`config.mk`:
```
export PLATFORM = sky130hd
export DESIGN_NAME = search_engine_arbiter
export DESIGN_NICKNAME = d
export VERILOG_FILES = /design/src/rtl/search_engine_arbiter.sv
export SDC_FILE = /design/constraint.sdc
export NUM_CORES = 1
export LEC_CHECK = 0
export CELL_PAD_IN_SITES_DETAIL_PLACEMENT = 0
export CELL_PAD_IN_SITES_GLOBAL_PLACEMENT = 1
export CORE_MARGIN = 1
export CORE_UTILIZATION = 31
export DETAILED_ROUTE_END_ITERATION = 12
export PLACE_DENSITY_LB_ADDON = 0.05
export SETUP_SLACK_MARGIN = 0.4
export SKIP_CTS_REPAIR_TIMING = 1
export SLEW_MARGIN = 20
export SYNTH_ARGS = -nofsm -noshare
export SYNTH_HDL_FRONTEND = slang
export SYNTH_SLANG_ARGS = --single-unit
```
`constraint.sdc`:
```
create_clock -name clk -period 4.1 [get_ports clk]
set_input_delay 0.82 -clock clk [delete_from_list [all_inputs] [get_ports clk]]
set_output_delay 0.82 -clock clk [all_outputs]
set_load 0.05 [all_outputs]
```
`src/rtl/search_engine_arbiter.sv`:
```
// Two-requester round-robin front end for a shared element-search engine.
// Grants one requester, latches its array and drives the engine START/ACK
// handshake. Returns the engine result to the owner; a watchdog forces a
// not-found/error result if the engine never raises Done.
module search_engine_arbiter #(
   parameter int unsigned NELEM   = 10,
   parameter int unsigned DW      = 7,
   parameter int unsigned TIMEOUT = 127
) (
   input  logic                  clk,
   input  logic                  reset,
   input  logic [1:0]            req,
   input  logic [NELEM*DW-1:0]   req_data0,
   input  logic [NELEM*DW-1:0]   req_data1,
   input  logic [1:0]            rsp_ack,
   output logic [1:0]            rsp_done,
   output logic [3:0]            rsp_location,
   output logic [6:0]            rsp_cycles,
   output logic                  rsp_err,
   output logic                  grant_id,
   output logic                  busy,
   output logic                  eng_start,
   output logic                  eng_ack,
   output logic [NELEM*DW-1:0]   eng_data,
   input  logic                  eng_done,
   input  logic [3:0]            eng_location,
   input  logic [6:0]            eng_cycles
);

   localparam int unsigned WDW = 7;

   typedef enum logic [2:0] {
      S_IDLE,
      S_LOAD,
      S_WAIT,
      S_RESP,
      S_RELEASE,
      S_DRAIN
   } state_t;

   state_t         state;
   state_t         state_n;
   logic           ptr;
   logic [WDW-1:0] wd;
   logic           gnt_c;
   logic           timeout_c;

   // Pointer owner wins if requesting, otherwise the other requester.
   assign gnt_c     = req[ptr] ? ptr : ~ptr;
   // Final WAIT cycle without Done; Done in the same cycle takes precedence.
   assign timeout_c = (state == S_WAIT) && (wd == WDW'(TIMEOUT - 1)) && !eng_done;

   // State register.
   always_ff @(posedge clk or negedge reset) begin
      if (!reset) state <= S_IDLE;
      else        state <= state_n;
   end

   // Next-state logic.
   always_comb begin
      state_n = state;
      case (state)
         S_IDLE:    if (|req) state_n = S_LOAD;
         S_LOAD:    state_n = S_WAIT;
         S_WAIT:    if (eng_done || timeout_c) state_n = S_RESP;
         S_RESP:    if (rsp_ack[grant_id]) state_n = S_RELEASE;
         S_RELEASE: state_n = rsp_err ? S_IDLE : S_DRAIN;
         S_DRAIN:   if (!eng_done) state_n = S_IDLE;
         default:   state_n = S_IDLE;
      endcase
   end

   // Handshake and status outputs, registered from the upcoming state.
   always_ff @(posedge clk or negedge reset) begin
      if (!reset) begin
         eng_start <= 1'b0;
         eng_ack   <= 1'b0;
         busy      <= 1'b0;
         rsp_done  <= 2'b00;
      end else begin
         eng_start <= (state_n == S_LOAD);
         eng_ack   <= (state_n == S_RELEASE);
         busy      <= (state_n != S_IDLE);
         rsp_done  <= (state_n == S_RESP) ? (grant_id ? 2'b10 : 2'b01) : 2'b00;
      end
   end

   // Grant owner and array latch, taken only when leaving IDLE.
   always_ff @(posedge clk or negedge reset) begin
      if (!reset) begin
         grant_id <= 1'b0;
         eng_data <= '0;
      end else if (state == S_IDLE && |req) begin
         grant_id <= gnt_c;
         eng_data <= gnt_c ? req_data1 : req_data0;
      end
   end

   // Watchdog: cleared in LOAD, counts every WAIT cycle.
   always_ff @(posedge clk or negedge reset) begin
      if (!reset)                wd <= '0;
      else if (state == S_LOAD)  wd <= '0;
      else if (state == S_WAIT)  wd <= wd + WDW'(1);
   end

   // Result capture on leaving WAIT; held until the next capture.
   always_ff @(posedge clk or negedge reset) begin
      if (!reset) begin
         rsp_location <= 4'h0;
         rsp_cycles   <= 7'h00;
         rsp_err      <= 1'b0;
      end else if (state == S_WAIT) begin
         if (eng_done) begin
            rsp_location <= eng_location;
            rsp_cycles   <= eng_cycles;
            rsp_err      <= 1'b0;
         end else if (timeout_c) begin
            rsp_location <= 4'hF;
            rsp_cycles   <= 7'h7F;
            rsp_err      <= 1'b1;
         end
      end
   end

   // Round-robin pointer hands priority to the other requester after service.
   always_ff @(posedge clk or negedge reset) begin
      if (!reset)                                     ptr <= 1'b0;
      else if (state != S_IDLE && state_n == S_IDLE)  ptr <= ~grant_id;
   end

endmodule
```
==> impl_results.md, run 1 <==
* Reg2Reg Setup Slack at 1980 ps
* Post-synth EDFFs at 0
* Syn-to-layout area delta at 57.75%
* Skew-Pair Late Insertion Delay at 350 ps
* Detail Placement HPWL at 11.84 mm
* Clock Path Buffers at 2
* Die Wd at 128.2 microns
* Hold Path Origin: eng_data[33]
* Largest net degree at the start of global routing at 71
* RR Startpoint: state[0]
* Achievable Freq at 398.5 MHz
* Share of cells above drive strength 1 at 4.724%
* Kind of cell adding the most delay to the critical path: buffers and inverters
* CTS Buf Count at 9
* Cell taking the most area after synthesis: dfrtp_1
* H-tree levels at 3
* Worst setup EP type: output pin
* Tcrit/Tclk final at 61.20%
* Final setup TNS at 0 ps
* Post-Syn Instances at 555
* Row cnt at 45
* Total gr overflow at 0
* Nets at 917
* Actual slew at the worst max-slew pin at 848.5 ps
* Final number of setup-violating endpoints at 0
* Yosys cell types at 41
* Die area at 16,440 sq um
* Post-synth ARST share at 100.0%
* Post-route ant nets at 0
* Crit path launch type: flop
* CTS tree: done
* Slew HR at 43.43%
* Synthesized area per cell at 8.900 sq um
* Initial core utilization at 32.14%
* Max stage delay cell, worst path: clkdlybuf4s50_1
* Tmin final at 2509 ps
* Chip Height at 128.2 microns
* Worst-case reg-to-reg path depth at 5
* Clk slew on worst S/H paths at 70 ps
* Pwr Density at 864.1 nW/um^2
* Critical Path Fanout Max at 6
* Routed vias/inst at 5.445
* Number of cells on the critical path at 1
* Worst Path Arrival at 1690 ps
* GR peak layer: met2
* DRT iter0 DRCs at 342
* Maxcap violations at 0
* Ports at 246
* Max Slew Vio Count at 0
* Worst Hold Class: flop to flop
* Total power draw at 6.734 mW
* Clk sink count at 99
* Worst-path cell chain: clkdlybuf4s50_1
* Placeable Area at 15,370 sq um
* Initial antenna violation count at 0
* Setup CP Type: flop to output pin
* First-pass DRT Iterations at 5
* Post-synth top area share at 50.15%
* Antenna Cells at 0
* Vias at 5,298
* Port Buffers at 245
* Synth Warn # at 0
* Clock Skew at 6.660 ps
* GR Util met1 at 28.19%
* First-pass GRT wire length at 27.96 mm
* Final wirelength at 18.03 mm
* Met2 Resource Use GR at 34.09%
* Max incr delay on CP at 850 ps
* Hold Path End: eng_data[33]
* Status: finished, final reports clean
* Final hold vios at 0
* Global placer's final weighted congestion at 0.7729
* Worst Path Buf+Inv at 1
* Vias in the first global route at 5,157
* #FFs+latches synth at 99
* CP Data Required Time at 3280 ps
* Main synth FF type: dfrtp_1
* Worst r2r dst: eng_data[9]
* Root cell of the clock tree: clkbuf_16
* WL per Instance at 18.53 microns
* Mapped Nets at 715
* Unrepaired setup endpoints after global routing: false
* Global Route Usage Sum at 21.83%
* Cell area after synthesis at 4940 sq um
* Leak Pwr at 2.962 nW
* Top post-synthesis cells by area: dfrtp_1, a31oi_1, a21oi_1
* Seq/Total Area, Yosys at 50.15%
* Max VDD drop at 482.8 uV
* Grt met3 use at 7.554%
* WHS Path Cells at 2
* Filler cells at 1,464
* DRC at 0
-- registers in the layout, summed over array words and instances (netlist names), 2 cells and up --
register	flops
eng_data	70
rsp_cycles	7
wd	7
rsp_location	4
state	3
rsp_done	2
-- cell usage after synthesis (all sizes together), types with 3 or more instances --
library cell  count
nor4              3
o211ai            4
a21oi            75
o21ai            73
a211oi           12
nor2             14
nor3              4
dfrtp            99
nand3            75
clkbuf           50
o22ai            12
a31oi            72
nand2             3
buf              15
nor2b             7
nand2b            8
inv               5
-- worst reg2reg max path: cells and delay by family (launching register included) --
kind,cells,cell delay (ps)
simple gates,2,390
buf+inv,2,790
compound gates,1,160
flops,1,640
-- layout by cell type, fill, tap and decap left out, types with 3 or more instances in the layout --
master,count
nor2b_1,5
o22ai_1,12
inv_1,4
o211ai_1,4
clkdlybuf4s50_1,244
nor3_1,3
a31oi_1,72
nand3_1,75
a21oi_1,75
nor2_1,14
a211oi_1,12
clkbuf_16,9
nand2b_1,7
buf_4,12
dfrtp_1,99
nor4_1,3
o21ai_0,73
nand2_1,3
-- stage by stage --
step	instances	cell area (sq um)	setup WS, ps	hold slack, ps	utilization, %
floorplan	555	4940	2286	524.4	-
global placement	957	7496	1244	521.5	48.77
detailed placement	957	7496	1219	535.4	48.77
CTS	973	7792	1567	552.1	50.70
global route	973	7792	1506	578.7	50.70
finish	973	7792	1591	547.1	50.70
-- layer usage --
layer	vias up	share of wire (%)
met2	254	46
met1	2533	43
met4	0	1.9
met3	26	9.6
li1	2485	-
met5	-	0
-- report_power, final --
part | switching [mW] | internal (mW)
Combinational | 2.68 | 1.37
Sequential | 0.370 | 1.44
Clock | 0.381 | 0.490
Total | 3.43 | 3.30
-- cell type report --
class | instances | area, sq um | share of cell area, %
timing repair buffer | 256 | 2532 | 32.50
tap | 211 | 264.0 | 3.388
clock inverter | 4 | 50.05 | 0.6423
sequential | 99 | 2477 | 31.79
clock buffer | 12 | 246.5 | 3.163
inverter | 5 | 18.77 | 0.2408
multi-input combinational | 386 | 2203 | 28.28
-- how the worst max path moves through the flow --
| stage | startpoint | to |
|---|---|---|
| after detailed placement | req[0] | eng_data[27] |
| final | grant_id | grant_id |
| after global routing | req[0] | eng_data[4] |
| after CTS | grant_id | grant_id |
| after global placement | req[0] | eng_data[27] |
| after floorplan | req[1] | grant_id |
-- logic make-up (layout without fill, tap and decap cells) --
| family | Yosys count | count (layout) | synth area share (%) |
|---|---|---|---|
| AND/OR/NAND/NOR | 127 | 127 | 13.88 |
| flip-flops | 99 | 99 | 50.15 |
| buffers and inverters | 70 | 277 | 5.749 |
| AO/OA/AOI/OAI | 254 | 254 | 29.08 |
| multiplexers | 3 | 3 | 0.6332 |
| adder cells (fa/ha/maj) | 2 | 2 | 0.5065 |
No activity file was read; power rests on OpenSTA's default activity.
==> run 2, diff against run 1 <==
Settings changed: CORE_UTILIZATION 31 to 29.
Clock period 4.1 ns to 2.4 ns, I/O delays scaled along.
==> run 2 against run 1 <==
  * Sequential power up 63%
  * Non-clock buffer count is 11 higher
  * Core utilization is 0.98 points lower
  * Register-to-register slack got worse by 1300 ps
  * Sequential share of layout area decreased by 1.7 points
  * Via count is 1.2% higher
  * Setup slack worse by 1100 ps
  * Largest cell class unchanged
  * First-iteration DRC count is 18% lower
  * Critical path depth did not move
  * Global-route usage is 0.69 points lower
  * Routed wire length grew 2.6%
  * Clock-buffer cell count fell by 2
==> impl_results.md, run 2 (synthesis gave the netlist of run 1 again) <==
* Final hold vios at 0 (unchanged)
* Global placer's final weighted congestion at 0.7769 (+0.52%)
* Final number of setup-violating endpoints at 0 (unchanged)
* Tcrit/Tclk final at 81.50%
* Leak Pwr at 3.794 nW (+28%)
* Initial core utilization at 29.79% (-2.3 points)
* Ports at 246 (unchanged)
* Crit path launch type: flop
* DRT iter0 DRCs at 282 (-18%)
* Nets at 928 (+1.2%)
* Seq pwr share at 25.0% (-1.9 points)
* Max Slew Vio Count at 0 (unchanged)
* Post-route ant nets at 0 (unchanged)
* Detail Placement HPWL at 11.95 mm (+0.95%)
* Worst Hold Class: input pin to asynchronous set/reset pin
* Most frequent cells in the layout: clkdlybuf4s50_1, dfrtp_1, dlymetal6s2s_1, a21oi_1, nand3_1
* Psw at 5.899 mW (+72%)
* Clk pwr share at 13.7% (+0.8 points)
* Global Route Usage Sum at 21.14% (-0.69 points)
* Achievable Freq at 511.2 MHz
* CP Data Required Time at 1920 ps (-1360 ps)
* Worst-path cell chain: clkdlybuf4s50_1
* Placeable Area at 16,580 sq um (+7.9%)
* Final setup TNS at 0 ps (unchanged)
* Area after DPL at 7702 sq um (+2.8%)
* Clock Path Buffers at 2 (unchanged)
* Routed vias/inst at 5.397 (-0.89%)
* Syn-to-layout area delta at 66.92%
* Clk sink count at 99 (unchanged)
* Initial antenna violation count at 0 (unchanged)
* Top flop regs: eng_data: 70 flops, rsp_cycles: 7 flops, wd: 7 flops
* Share of cells above drive strength 1 at 6.468% (+1.7 points)
* Status: finished, final reports clean
* CTS Buf Count at 9 (unchanged)
* Maxcap violations at 0 (unchanged)
* Worst Path Buf+Inv at 1 (unchanged)
* Antenna Cells at 0 (unchanged)
* Total gr overflow at 0 (unchanged)
* Port Buffers at 245 (unchanged)
* Max stage delay cell, worst path: clkdlybuf4s50_1
* Row cnt at 47 (+4.4%)
* Setup WS pre-CTS at 223.4 ps (-995.5 ps)
* Worst Path Arrival at 1480 ps (-210 ps)
* P_int at 5.872 mW (+78%)
* Root cell of the clock tree: clkbuf_16
* Actual slew at the worst max-slew pin at 585.0 ps (-263.5 ps)
* Final setup margin at 444.0 ps (-1147 ps)
* Slew HR at 60.94% (+18 points)
* H-tree levels at 3 (unchanged)
* WL per Instance at 18.63 microns (+0.57%)
* Max incr delay on CP at 810 ps (-40 ps)
* Skew-Pair Late Insertion Delay at 350 ps (about the same)
* Worst setup EP type: output pin
* Max VDD drop at 674.7 uV (+40%)
* Kind of cell adding the most delay to the critical path: buffers and inverters
* Vias at 5,359 (+1.2%)
* Chip Height at 132.5 microns (+3.3%)
* Power share of the combinational group at 61.3% (+1.2 points)
* Critical Path Fanout Max at 1 (-5)
* Tmin final at 1956 ps
* Max reg flops at 70 (unchanged)
* Hold slack at 90.02 ps (-457.0 ps)
* Largest net degree at the start of global routing at 71 (unchanged)
* Vias in the first global route at 5,408 (+4.9%)
* Unrepaired setup endpoints after global routing: false
* DRC at 0 (unchanged)
* First-pass DRT Iterations at 4 (-1)
* Die area at 17,560 sq um (+6.8%)
* CTS tree: done
* Fin area at 8245 sq um (+5.8%)
* Biggest register: eng_data
* Final wirelength at 18.50 mm (+2.6%)
* Clock Skew at 5.482 ps (-1.179 ps)
* Setup CP Type: flop to output pin
* Most common cell after layout, fill and taps aside: clkdlybuf4s50_1
* Sw Share at 50.11% (-0.82 points)
* Pwr Density at 1427 nW/um^2 (+65%)
* First-pass GRT wire length at 29.19 mm (+4.4%)
* Clk slew on worst S/H paths at 70 ps (about the same)
* Die Wd at 132.5 microns (+3.3%)
==> run 2: changes by cell type in the layout (fill, tap and decap cells not counted) <==
| cell | before | now |
|---|---|---|
| inv_6 | 0 | 1 |
| bufinv_16 | 1 | 2 |
| clkbuf_1 | 2 | 0 |
| and4_2 | 0 | 1 |
| dlymetal6s2s_1 | 0 | 86 |
| clkinv_4 | 0 | 1 |
| and4_1 | 1 | 0 |
| clkinvlp_4 | 2 | 0 |
| buf_4 | 12 | 14 |
| clkinv_2 | 1 | 2 |
| buf_12 | 0 | 9 |
| clkdlybuf4s50_1 | 244 | 158 |
==> run 2: path summary, 6_finish.rpt <==
kind | start | end | slack, ps | cells past startpoint
worst max-delay path | rsp_done[0] | rsp_done[0] | 440 | 1
worst min-delay path | reset | rsp_cycles[5] | 90 | 1
worst max register to register | wd[0] | state[0] | 670 | 5
worst min register to register | eng_data[10] | eng_data[10] | 540 | 2
max in group asynchronous | reset | eng_data[40] | 1700 | 2
min in group clk | eng_data[10] | eng_data[10] | 540 | 2
==> run 2: area by class of cell <==
cell class                      instances  area (sq um)
Clock buffer                           10         239.0
Clock inverter                          6         87.58
Fill cell                            1561          8338
Inverter                                5         18.77
Multi-Input combinational cell        386          2205
Sequential cell                        99          2477
Tap cell                              220         275.3
Timing Repair Buffer                  267          2943
==> run 2: power by group through the flow <==
| stage | Sequential [mW] | Clock [mW] | Combinational, mW |
|---|---|---|---|
| global placement | 2.97 | 0 | 7.25 |
| global route | 3.05 | 1.70 | 7.66 |
| detailed placement | 2.99 | 0 | 7.32 |
| CTS | 2.97 | 1.65 | 7.32 |
| floorplan | 5.42 | 0 | 2.20 |
| finish | 2.95 | 1.61 | 7.22 |
==> run 2: layer usage <==
layer / global-route usage, % / wire (microns) / up-vias
met1: 26.12 / 8010 / 2587
met4: 9.642 / 623 / 0
met3: 5.785 / 1400 / 36
li1: - / - / 2512
met5: 0 / 0 / -
met2: 34.36 / 8467 / 224
==> run 2: metrics by stage <==
| step | power [mW] | utilization, % | instances |
|---|---|---|---|
| 2_1_floorplan | 7.614 | - | 555 |
| 3_3_place_gp | 10.22 | 46.45 | 977 |
| 3_5_place_dp | 10.30 | 46.45 | 977 |
| 4_1_cts | 11.94 | 48.42 | 993 |
| 5_1_grt | 12.41 | 49.72 | 993 |
| 6_report | 11.77 | 49.72 | 993 |
==> run 3, diff against run 2 <==
Settings changed: CORE_UTILIZATION 29 to 26.
Clock period 2.4 ns to 1.7 ns, I/O delays scaled along.
==> run 3 against run 2 <==
  * Largest cell class unchanged
  * Final cell count grew 7.0%
  * Worst hold slack gained 330 ps
  * Clock-buffer cell count grew 1
  * Largest power group unchanged
==> impl_results.md, run 3 (synthesis gave the netlist of run 1 again) <==
* Routed vias/inst at 5.342 (-1.0%)
* Actual slew at the worst max-slew pin at 459.3 ps (-125.6 ps)
* Post-route ant nets at 0 (unchanged)
* Filler cells at 1,727 (+11%)
* Vias in the first global route at 5,412 (+0.074%)
* Detail Placement HPWL at 12.53 mm (+4.9%)
* Tmin final at 1434 ps
* Leak Pwr at 3.685 nW (-2.9%)
* Worst-path cell chain: buf_6 -> nor2b_4 -> or4b_4 -> o311ai_4
* Crit path launch type: flop
* Slew HR at 69.38% (+8.4 points)
* Clock Path Buffers at 2 (unchanged)
* Final hold vios at 0 (unchanged)
* Max stage delay cell, worst path: or4b_4
* Placeable Area at 18,640 sq um (+12%)
* Status: finished, final reports clean
* Die Wd at 139.8 microns (+5.5%)
* Initial antenna violation count at 0 (unchanged)
* Clk slew on worst S/H paths at 70 ps (about the same)
* Max Slew Vio Count at 0 (unchanged)
* Pwr Density at 2090 nW/um^2 (+46%)
* Multi-input logic area at 2477 sq um (+12%)
* Top flop regs: eng_data: 70 flops, rsp_cycles: 7 flops, wd: 7 flops
* Final core utilization at 48.79% (-0.94 points)
* Worst setup EP type: flop
* First-pass GRT wire length at 29.05 mm (-0.49%)
* DRC at 0 (unchanged)
* Row cnt at 50 (+6.4%)
* Largest net degree at the start of global routing at 43 (-39%)
* Root cell of the clock tree: clkbuf_16
* Worst Path Arrival at 1680 ps (+200 ps)
* Skew-Pair Late Insertion Delay at 350 ps (about the same)
* Critical Path Fanout Max at 6 (+5)
* Max reg flops at 70 (unchanged)
* Reg2Reg Setup Slack at 270 ps (-400 ps)
* Nets at 984 (+6.0%)
* Vias at 5,679 (+6.0%)
* Max VDD drop at 899.8 uV (+33%)
* Most frequent cells in the layout: clkdlybuf4s50_1, dfrtp_1, buf_4, nand3_1
* Worst Hold Class: input pin to flop
* Final wirelength at 21.57 mm (+17%)
* CP Data Required Time at 1940 ps (+20 ps)
* First-pass DRT Iterations at 5 (+1)
* Register area at 2485 sq um (+0.30%)
* Port Buffers at 245 (unchanged)
* DRT iter0 DRCs at 291 (+3.2%)
* CTS tree: done
* Die area at 19,550 sq um (+11%)
* CTS Buf Count at 9 (unchanged)
* Share of cells above drive strength 1 at 29.55% (+23 points)
* Tcrit/Tclk final at 84.35%
* Max incr delay on CP at 530 ps (-280 ps)
* Global placer's final weighted congestion at 0.7739 (-0.39%)
* Setup CP Type: flop to flop
* Achievable Freq at 697.4 MHz
* Final number of setup-violating endpoints at 0 (unchanged)
* Most common cell after layout, fill and taps aside: clkdlybuf4s50_1
* Total power draw at 19.00 mW (+61%)
* Chip Height at 139.8 microns (+5.5%)
* Clk sink count at 99 (unchanged)
* Syn-to-layout area delta at 84.12%
* Clock Skew at 7.228 ps (+1.746 ps)
* Ports at 246 (unchanged)
* Antenna Cells at 0 (unchanged)
* Total gr overflow at 0 (unchanged)
* Biggest register: eng_data
* Unrepaired setup endpoints after global routing: true
* Global Route Usage Sum at 18.89% (-2.3 points)
* H-tree levels at 3 (unchanged)
* Maxcap violations at 0 (unchanged)
* WL per Instance at 20.29 microns (+8.9%)
* Initial core utilization at 26.50% (-3.3 points)
-- run 3: cell types whose count changed in the layout (fill, tap and decap cells not counted), moves of 11 or more --
cell / delta
buf_4: +62
a211oi_1: -12
dlymetal6s2s_1: -83
a211oi_2: +11
clkbuf_16: +13
buf_12: +11
a21oi_1: -12
buf_6: +56
a21oi_2: +12
-- run 3: power breakdown --
part	internal [mW]	switching, mW	total (mW)
clock	1.18	0.909	2.08
sequential	3.50	0.897	4.40
combinational	5.05	7.47	12.5
-- run 3: worst paths after layout --
kind                                    from               to  cells after the start
worst max-delay path                state[0]         state[0]                      4
worst min-delay path                eng_done          rsp_err                      3
min in group asynchronous              reset  rsp_location[2]                      2
max in group asynchronous              reset     eng_data[17]                      3
worst min register to register  eng_data[19]     eng_data[19]                      2
worst max register to register      state[0]         state[0]                      4
-- run 3: worst max-delay path: cells and delay by family, from the launching register on --
kind,cells,cell delay [ps]
buffers and inverters,1,140
and+or+nand+nor,2,650
AOI/OAI and AO/OA,1,90
DFF,1,440
-- run 3: through the flow --
| step | hold WS, ps | worst slack [ps] | TNS [ps] | instances | area [sq um] |
|---|---|---|---|---|---|
| 2_1_floorplan | 44.41 | 329.3 | 0 | 555 | 5015 |
| 3_3_place_gp | 320.3 | -40.28 | -1027 | 1002 | 7727 |
| 3_5_place_dp | 321.2 | -81.91 | -2971 | 1002 | 7727 |
| 4_1_cts | -61.88 | 99.86 | 0 | 1018 | 8023 |
| 5_1_grt | 462.2 | 195.0 | 0 | 1063 | 9095 |
| 6_report | 421.1 | 266.1 | 0 | 1063 | 9095 |
-- run 3: layer usage --
metal	up-vias	track usage, %	routed length [microns]
met1	2788	24.22	9366
li1	2624	-	-
met2	237	29.97	10250
met3	30	5.265	1469
met4	0	7.519	484
met5	-	0	0
-- run 3: layout make-up --
type	count	area share, %
clock inverters	5	0.5778
repair buffers	323	38.71
multi-input cells	386	27.24
clock buffers	11	2.669
flip-flops and latches	99	27.32
well taps	234	3.219
inverters	5	0.2614
